File: config.mk
export PLATFORM = sky130hd
export DESIGN_NAME = argmax_stream_sequencer_flat
export DESIGN_NICKNAME = d
export VERILOG_FILES = /design/src/rtl/argmax_stream_sequencer_if.sv /design/src/rtl/argmax_stream_sequencer.sv /design/src/flat_wrapper.sv
export SDC_FILE = /design/constraint.sdc
export NUM_CORES = 1
export LEC_CHECK = 0
export CORE_MARGIN = 1.5
export CORE_UTILIZATION = 40
export DETAILED_ROUTE_END_ITERATION = 6
export PLACE_DENSITY_LB_ADDON = 0.15
export SYNTH_ARGS = -nofsm -noshare
export SYNTH_HDL_FRONTEND = slang
export SYNTH_SLANG_ARGS = --single-unit
File: constraint.sdc
create_clock -name clk -period 2.2 [get_ports clk]
set_input_delay 0.22 -clock clk [delete_from_list [all_inputs] [get_ports clk]]
set_output_delay 0.22 -clock clk [all_outputs]
set_load 0.01 [all_outputs]
File: src/rtl/argmax_stream_sequencer_if.sv
// Logit input stream and packed guess output stream of the argmax sequencer.
// master = producer/consumer side (bench or upstream), slave = sequencer.
interface argmax_stream_sequencer_if #(
   parameter int INPUT_BITS = 16,
   parameter int NUM_DIGITS = 4
);
   logic                    in_valid;
   logic                    in_ready;
   logic [INPUT_BITS-1:0]   in_data;
   logic                    in_last;
   logic                    out_valid;
   logic                    out_ready;
   logic [4*NUM_DIGITS-1:0] out_guess;

   modport master (
      output in_valid, in_data, in_last, out_ready,
      input  in_ready, out_valid, out_guess
   );

   modport slave (
      input  in_valid, in_data, in_last, out_ready,
      output in_ready, out_valid, out_guess
   );
endinterface

File: src/rtl/argmax_stream_sequencer.sv
// Serial argmax over NUM_CLASSES logits per digit; packs NUM_DIGITS winning
// indices into one guess word. Ties resolve to the highest class index.
module argmax_stream_sequencer #(
   parameter int INPUT_BITS  = 16,
   parameter int NUM_CLASSES = 10,
   parameter int NUM_DIGITS  = 4
) (
   input  logic                      clk,
   input  logic                      rst_n,
   input  logic                      clear,
   argmax_stream_sequencer_if.slave  bus,
   output logic                      err
);
   localparam int DW = (NUM_DIGITS > 1) ? $clog2(NUM_DIGITS) : 1;
   localparam logic [3:0]    LAST_CLS = 4'(NUM_CLASSES - 1);
   localparam logic [DW-1:0] LAST_DIG = DW'(NUM_DIGITS - 1);

   generate
      if (NUM_CLASSES > 16 || NUM_CLASSES < 1) begin : g_bad_cfg
         $error("argmax_stream_sequencer: NUM_CLASSES must be 1..16");
      end
   endgenerate

   typedef enum logic [1:0] {COLLECT, COMMIT, DRAIN, OUTPUT} state_t;

   state_t                   state_q, state_d;
   logic [3:0]               cls_cnt, idx_q;
   logic [DW-1:0]            dig_cnt;
   logic signed [INPUT_BITS-1:0] max_q;
   logic [4*NUM_DIGITS-1:0]  guess_q;
   logic                     rdy_q;
   logic                     xfer, set_err, take_new;

   // rdy_q keeps in_ready low while rst_n is asserted and for the release edge
   assign bus.in_ready  = rdy_q && (state_q == COLLECT || state_q == DRAIN);
   assign bus.out_valid = (state_q == OUTPUT);
   assign bus.out_guess = guess_q;

   assign xfer     = bus.in_valid && bus.in_ready;
   assign take_new = (cls_cnt == 4'd0) || ($signed(bus.in_data) >= max_q);

   always_comb begin
      state_d = state_q;
      set_err = 1'b0;
      case (state_q)
         COLLECT: begin
            if (xfer) begin
               if (bus.in_last) begin
                  if (cls_cnt == LAST_CLS) state_d = COMMIT;
                  else                     set_err = 1'b1;
               end else if (cls_cnt == LAST_CLS) begin
                  set_err = 1'b1;
                  state_d = DRAIN;
               end
            end
         end
         DRAIN:   if (xfer && bus.in_last) state_d = COLLECT;
         COMMIT:  state_d = (dig_cnt == LAST_DIG) ? OUTPUT : COLLECT;
         OUTPUT:  if (bus.out_ready) state_d = COLLECT;
         default: state_d = COLLECT;
      endcase
      if (clear) state_d = COLLECT;
   end

   always_ff @(posedge clk or negedge rst_n) begin
      if (!rst_n) state_q <= COLLECT;
      else        state_q <= state_d;
   end

   always_ff @(posedge clk or negedge rst_n) begin
      if (!rst_n) begin
         rdy_q   <= 1'b0;
         cls_cnt <= '0;
         dig_cnt <= '0;
         idx_q   <= '0;
         max_q   <= '0;
         guess_q <= '0;
         err     <= 1'b0;
      end else begin
         rdy_q <= 1'b1;
         if (clear) begin
            cls_cnt <= '0;
            dig_cnt <= '0;
            err     <= 1'b0;
         end else begin
            if (set_err) err <= 1'b1;
            case (state_q)
               COLLECT: if (xfer) begin
                  if (take_new) begin
                     max_q <= $signed(bus.in_data);
                     idx_q <= cls_cnt;
                  end
                  // counter restarts on any digit end, good or bad
                  if (bus.in_last || cls_cnt == LAST_CLS) cls_cnt <= '0;
                  else                                    cls_cnt <= cls_cnt + 4'd1;
               end
               DRAIN: if (xfer && bus.in_last) cls_cnt <= '0;
               COMMIT: begin
                  for (int k = 0; k < NUM_DIGITS; k++)
                     if (dig_cnt == DW'(k)) guess_q[4*k +: 4] <= idx_q;
                  cls_cnt <= '0;
                  dig_cnt <= (dig_cnt == LAST_DIG) ? '0 : dig_cnt + DW'(1);
               end
               default: ;
            endcase
         end
      end
   end
endmodule

File: src/flat_wrapper.sv
// flat-port wrapper written by rule: the top's interface ports become plain ports
module argmax_stream_sequencer_flat 
#(
   parameter int INPUT_BITS  = 16,
   parameter int NUM_CLASSES = 10,
   parameter int NUM_DIGITS  = 4
)
  (clk, rst_n, clear, err, bus_in_valid, bus_in_data, bus_in_last, bus_out_ready, bus_in_ready, bus_out_valid, bus_out_guess);
  argmax_stream_sequencer_if #(.INPUT_BITS(INPUT_BITS), .NUM_DIGITS(NUM_DIGITS)) bus_i ();
  input  logic clk;
  input  logic rst_n;
  input  logic clear;
  output logic err;
  input wire logic [$bits(bus_i.in_valid)-1:0] bus_in_valid;
  input wire logic [$bits(bus_i.in_data)-1:0] bus_in_data;
  input wire logic [$bits(bus_i.in_last)-1:0] bus_in_last;
  input wire logic [$bits(bus_i.out_ready)-1:0] bus_out_ready;
  output wire logic [$bits(bus_i.in_ready)-1:0] bus_in_ready;
  output wire logic [$bits(bus_i.out_valid)-1:0] bus_out_valid;
  output wire logic [$bits(bus_i.out_guess)-1:0] bus_out_guess;
  assign bus_i.in_valid = bus_in_valid;
  assign bus_i.in_data = bus_in_data;
  assign bus_i.in_last = bus_in_last;
  assign bus_i.out_ready = bus_out_ready;
  assign bus_in_ready = bus_i.in_ready;
  assign bus_out_valid = bus_i.out_valid;
  assign bus_out_guess = bus_i.out_guess;
  argmax_stream_sequencer #(.INPUT_BITS(INPUT_BITS), .NUM_CLASSES(NUM_CLASSES), .NUM_DIGITS(NUM_DIGITS)) u_core (.clk(clk), .rst_n(rst_n), .clear(clear), .bus(bus_i), .err(err));
endmodule
==> run_results.csv <==
group,metric,value,unit
detailed_routing,via_per_inst,4.88,
global_routing,grt_pass1_vias,1698,
status,violations,"negative setup slack",
power,p_sw_share,31.0,%
critical_path,crit_required,2.39,ns
floorplan,die_y,82.3,um
min_path,hold_path_class,"primary input to flip-flop",
global_routing,grt_pass1_wl,8080,um
cts,path_clk_slew,0.09,ns
sta,slew_headroom,61.7,%
synthesis,ys_ff_latch,46,
synthesis,synth.avg_cell_area,11.9,um2
detailed_routing,first_pass_iters,4,
sta,setup_ws,-0.328,ns
synthesis,synth_edf_count,0,
critical_path,crit_slowest_cell,"or4_4",
floorplan,io_pins,41,
detailed_routing,post-route-drc-count,0,
power,switchingPower,1.07,mW
sta,finalSetupViolCount,20,
cells_and_area,insertedDiodeCount,0,
synthesis,yosys.area.top_type_share,45.8,%
cts,cts_sinks,46,
synthesis,syn_inst,211,
detailed_routing,drt_iter0_markers,37,
sta,finalCriticalPeriod,2.53,ns
critical_path,path_max_fanout,8,
detailed_routing,vias,1716,
critical_path,r2r_cells,10,
power,seqPwrFrac,35.8,%
floorplan,die_area,6770,um2
sta,skew,0.00449,ns
floorplan,fp-row-count,28,
power,power_frac_comb,42.5,%
sta,hold_violations,0,
synthesis,synth_area_leader_cell,"dfrtp_1",
synthesis,syn_area,2510,um2
placed_design,dp_hpwl,3400,um
synthesis,seq_area_frac_synth,45.8,%
synthesis,synthArstFlopShare,100,%
placed_design,place_congestion,0.851,
min_path,whs_path_depth,2,
critical_path,cp-end-kind,"flip-flop",
critical_path,arrival,2.72,ns
power,intPower,2.38,mW
critical_path,cp_top_family,"compound AO/OA/AOI/OAI gates",
detailed_routing,wl_per_cell,13.2,um
synthesis,synth_cell_types,32,
placed_design,port_buffers,40,
cells_and_area,layout.nets,326,
cts,cts_tree,"done",
floorplan,core,5990,um2
cells_and_area,postLayoutCellArea,3420,um2
power,pwr-share-clk,21.8,%
sta,rsz0062_at_grt,"yes",
synthesis,ys.flop_type,"dfrtp_1",
global_routing,grt_util_all_layers,16.1,%
cts,htreeDepth,2,
synthesis,syn-num-nets,261,
cells_and_area,syn_to_final_growth,36.0,%
global_routing,grt_max_degree,25,
status,outcome,"complete, but fails checks",
floorplan,initial_utilization,42.0,%
sta,max_freq,0.396,GHz
flow_run,drv_cap,0,
critical_path,cp_cell_sequence,"inv_2 -> ha_4 -> a21oi_2 -> o21ai_1 -> a221o_1 -> or4_4 -> a31oi_4 -> buf_6 -> buf_16 -> mux2_4",
sta,whs,0.370,ns
detailed_routing,detail-route-antenna-nets,0,
power,leakage,1.61,nW
synthesis,synth_common_cells,"dfrtp_1 (46), ha_1 (28), inv_1 (25), mux2_4 (20), mux2_2 (17)",
power,powerDensity,1010,nW/um2
global_routing,gr-total-overflow,0,
critical_path,cp_slowest_stage_delay,0.44,ns
cts,clock_latency,0.30,ns
global_routing,antenna_found_initial,0,
critical_path,critPathKind,"flip-flop to flip-flop",
floorplan,die_w,82.3,um
cells_and_area,drive_above_1_share,29.2,%
power,power,3.45,mW
sta,worst_pin_slew,0.574,ns
synthesis,yosys-top-cells-area,"dfrtp_1 (46%), ha_1 (14%), mux2_4 (12%)",
critical_path,cp.depth,10,
sta,finalCritPeriodShare,115,%
synthesis,yosysMostFrequentCell,"dfrtp_1",
cts,numCtsBuffers,5,
sta,slew_viol_final,0,
power,peakVddDrop,0.677,mV
cts,root_buffer,"clkbuf_8",
critical_path,cp-start-kind,"flip-flop",
synthesis,yosysWarnings,0,
placed_design,placedInstanceArea,3160,um2
detailed_routing,wirelength,4640,um
critical_path,critPathBufInv,3,
cts,cts_buffer_depth,2,
sta,fin_setup_tns,-6.11,ns
-- path summary, 6_finish.rpt --
check / from / endpoint / slack (ns)
min reg2reg: u_core.bus.out_guess[5] / u_core.bus.out_guess[5] / 0.51
max: u_core.max_q[7] / u_core.idx_q[3] / -0.33
max reg2reg: u_core.max_q[7] / u_core.idx_q[3] / -0.33
min in group asynchronous: rst_n / u_core.max_q[12] / 0.45
max in group asynchronous: rst_n / u_core.idx_q[1] / 1.23
min: bus_in_data[5] / u_core.max_q[5] / 0.37
-- cell usage in the layout (no fill, tap or decap), drive strengths merged, types with 2 or more instances in the layout --
cell           count
dfrtp             46
clkdlybuf4s50     37
mux2              37
ha                28
inv               25
buf               20
a21oi             15
nand2             12
nor2              10
nand3              5
clkbuf             5
o21ai              5
nor2b              4
nand4              3
mux2i              2
a22oi              2
bufinv             2
dlygate4sd2        2
-- timing repair --
| action | in CTS | in global routing |
|---|---|---|
| hold buffers | 1 | 0 |
| resized for setup | 11 | 0 |
| endpoints found under the setup margin | 20 | 20 |
| buffers inserted | 5 | 0 |
| pin swaps | 1 | 1 |
| hold endpoints to repair | 22 | 0 |
| gates cloned | 1 | 0 |
-- logic make-up after synthesis --
logic type	synth area share (%)
fa+ha+maj	13.9
mux	20.3
buf+inv	4.63
simple gates	7.66
other cells	0.149
flops	45.8
compound gates	7.51
-- per-stage QoR --
step | std cells | setup slack (ns) | utilization, %
floorplan | 211 | -0.134 | -
global placement | 337 | -0.609 | 52.8
detailed placement | 337 | -0.672 | 52.8
CTS | 352 | -0.339 | 57.1
global route | 352 | -0.477 | 57.1
finish | 352 | -0.328 | 57.1
-- area by class of cell --
cell class / instances / area [um2]
inverter: 25 / 93.8
clock buffer: 5 / 68.8
multi-input combinational: 138 / 1350
clock inverter: 3 / 68.8
sequential: 46 / 1150
timing repair buffer: 60 / 598
tap: 75 / 93.8
fill: 513 / 2570
-- sequential cells by signal, summed over array words and instances, names as in the netlist --
register              cells
u_core.rdy_q              1
u_core.cls_cnt            4
u_core.bus.out_guess     16
u_core.dig_cnt            2
u_core.state_q            2
u_core.idx_q              4
u_core.max_q             16
u_core.err                1
-- worst register-to-register path: cells and delay by family (launching register included) --
| kind | cells | cell delay, ns |
|---|---|---|
| AO/OA/AOI/OAI | 4 | 0.75 |
| AND/OR/NAND/NOR | 1 | 0.44 |
| flip-flops | 1 | 0.40 |
| buffers and inverters | 3 | 0.34 |
| multiplexers | 1 | 0.30 |
| adder cells (fa/ha/maj) | 1 | 0.20 |
-- layer usage --
| layer | track usage, % | wire [um] | part of all wire [%] |
|---|---|---|---|
| met5 | 0 | 0 | 0 |
| met4 | 4.92 | 33 | 0.71 |
| met2 | 24.0 | 2120 | 46 |
| met3 | 4.84 | 191 | 4.1 |
| met1 | 22.3 | 2300 | 50 |
-- power by group through the flow --
stage / Combinational, mW / Sequential [mW] / Clock, mW
2_1_floorplan: 0.937 / 1.22 / 0
6_report: 1.46 / 1.23 / 0.750
3_3_place_gp: 1.35 / 1.25 / 0
3_5_place_dp: 1.37 / 1.25 / 0
4_1_cts: 1.48 / 1.24 / 0.773
5_1_grt: 1.67 / 1.27 / 0.812
Note: power is estimated with default switching activity, not from simulation.
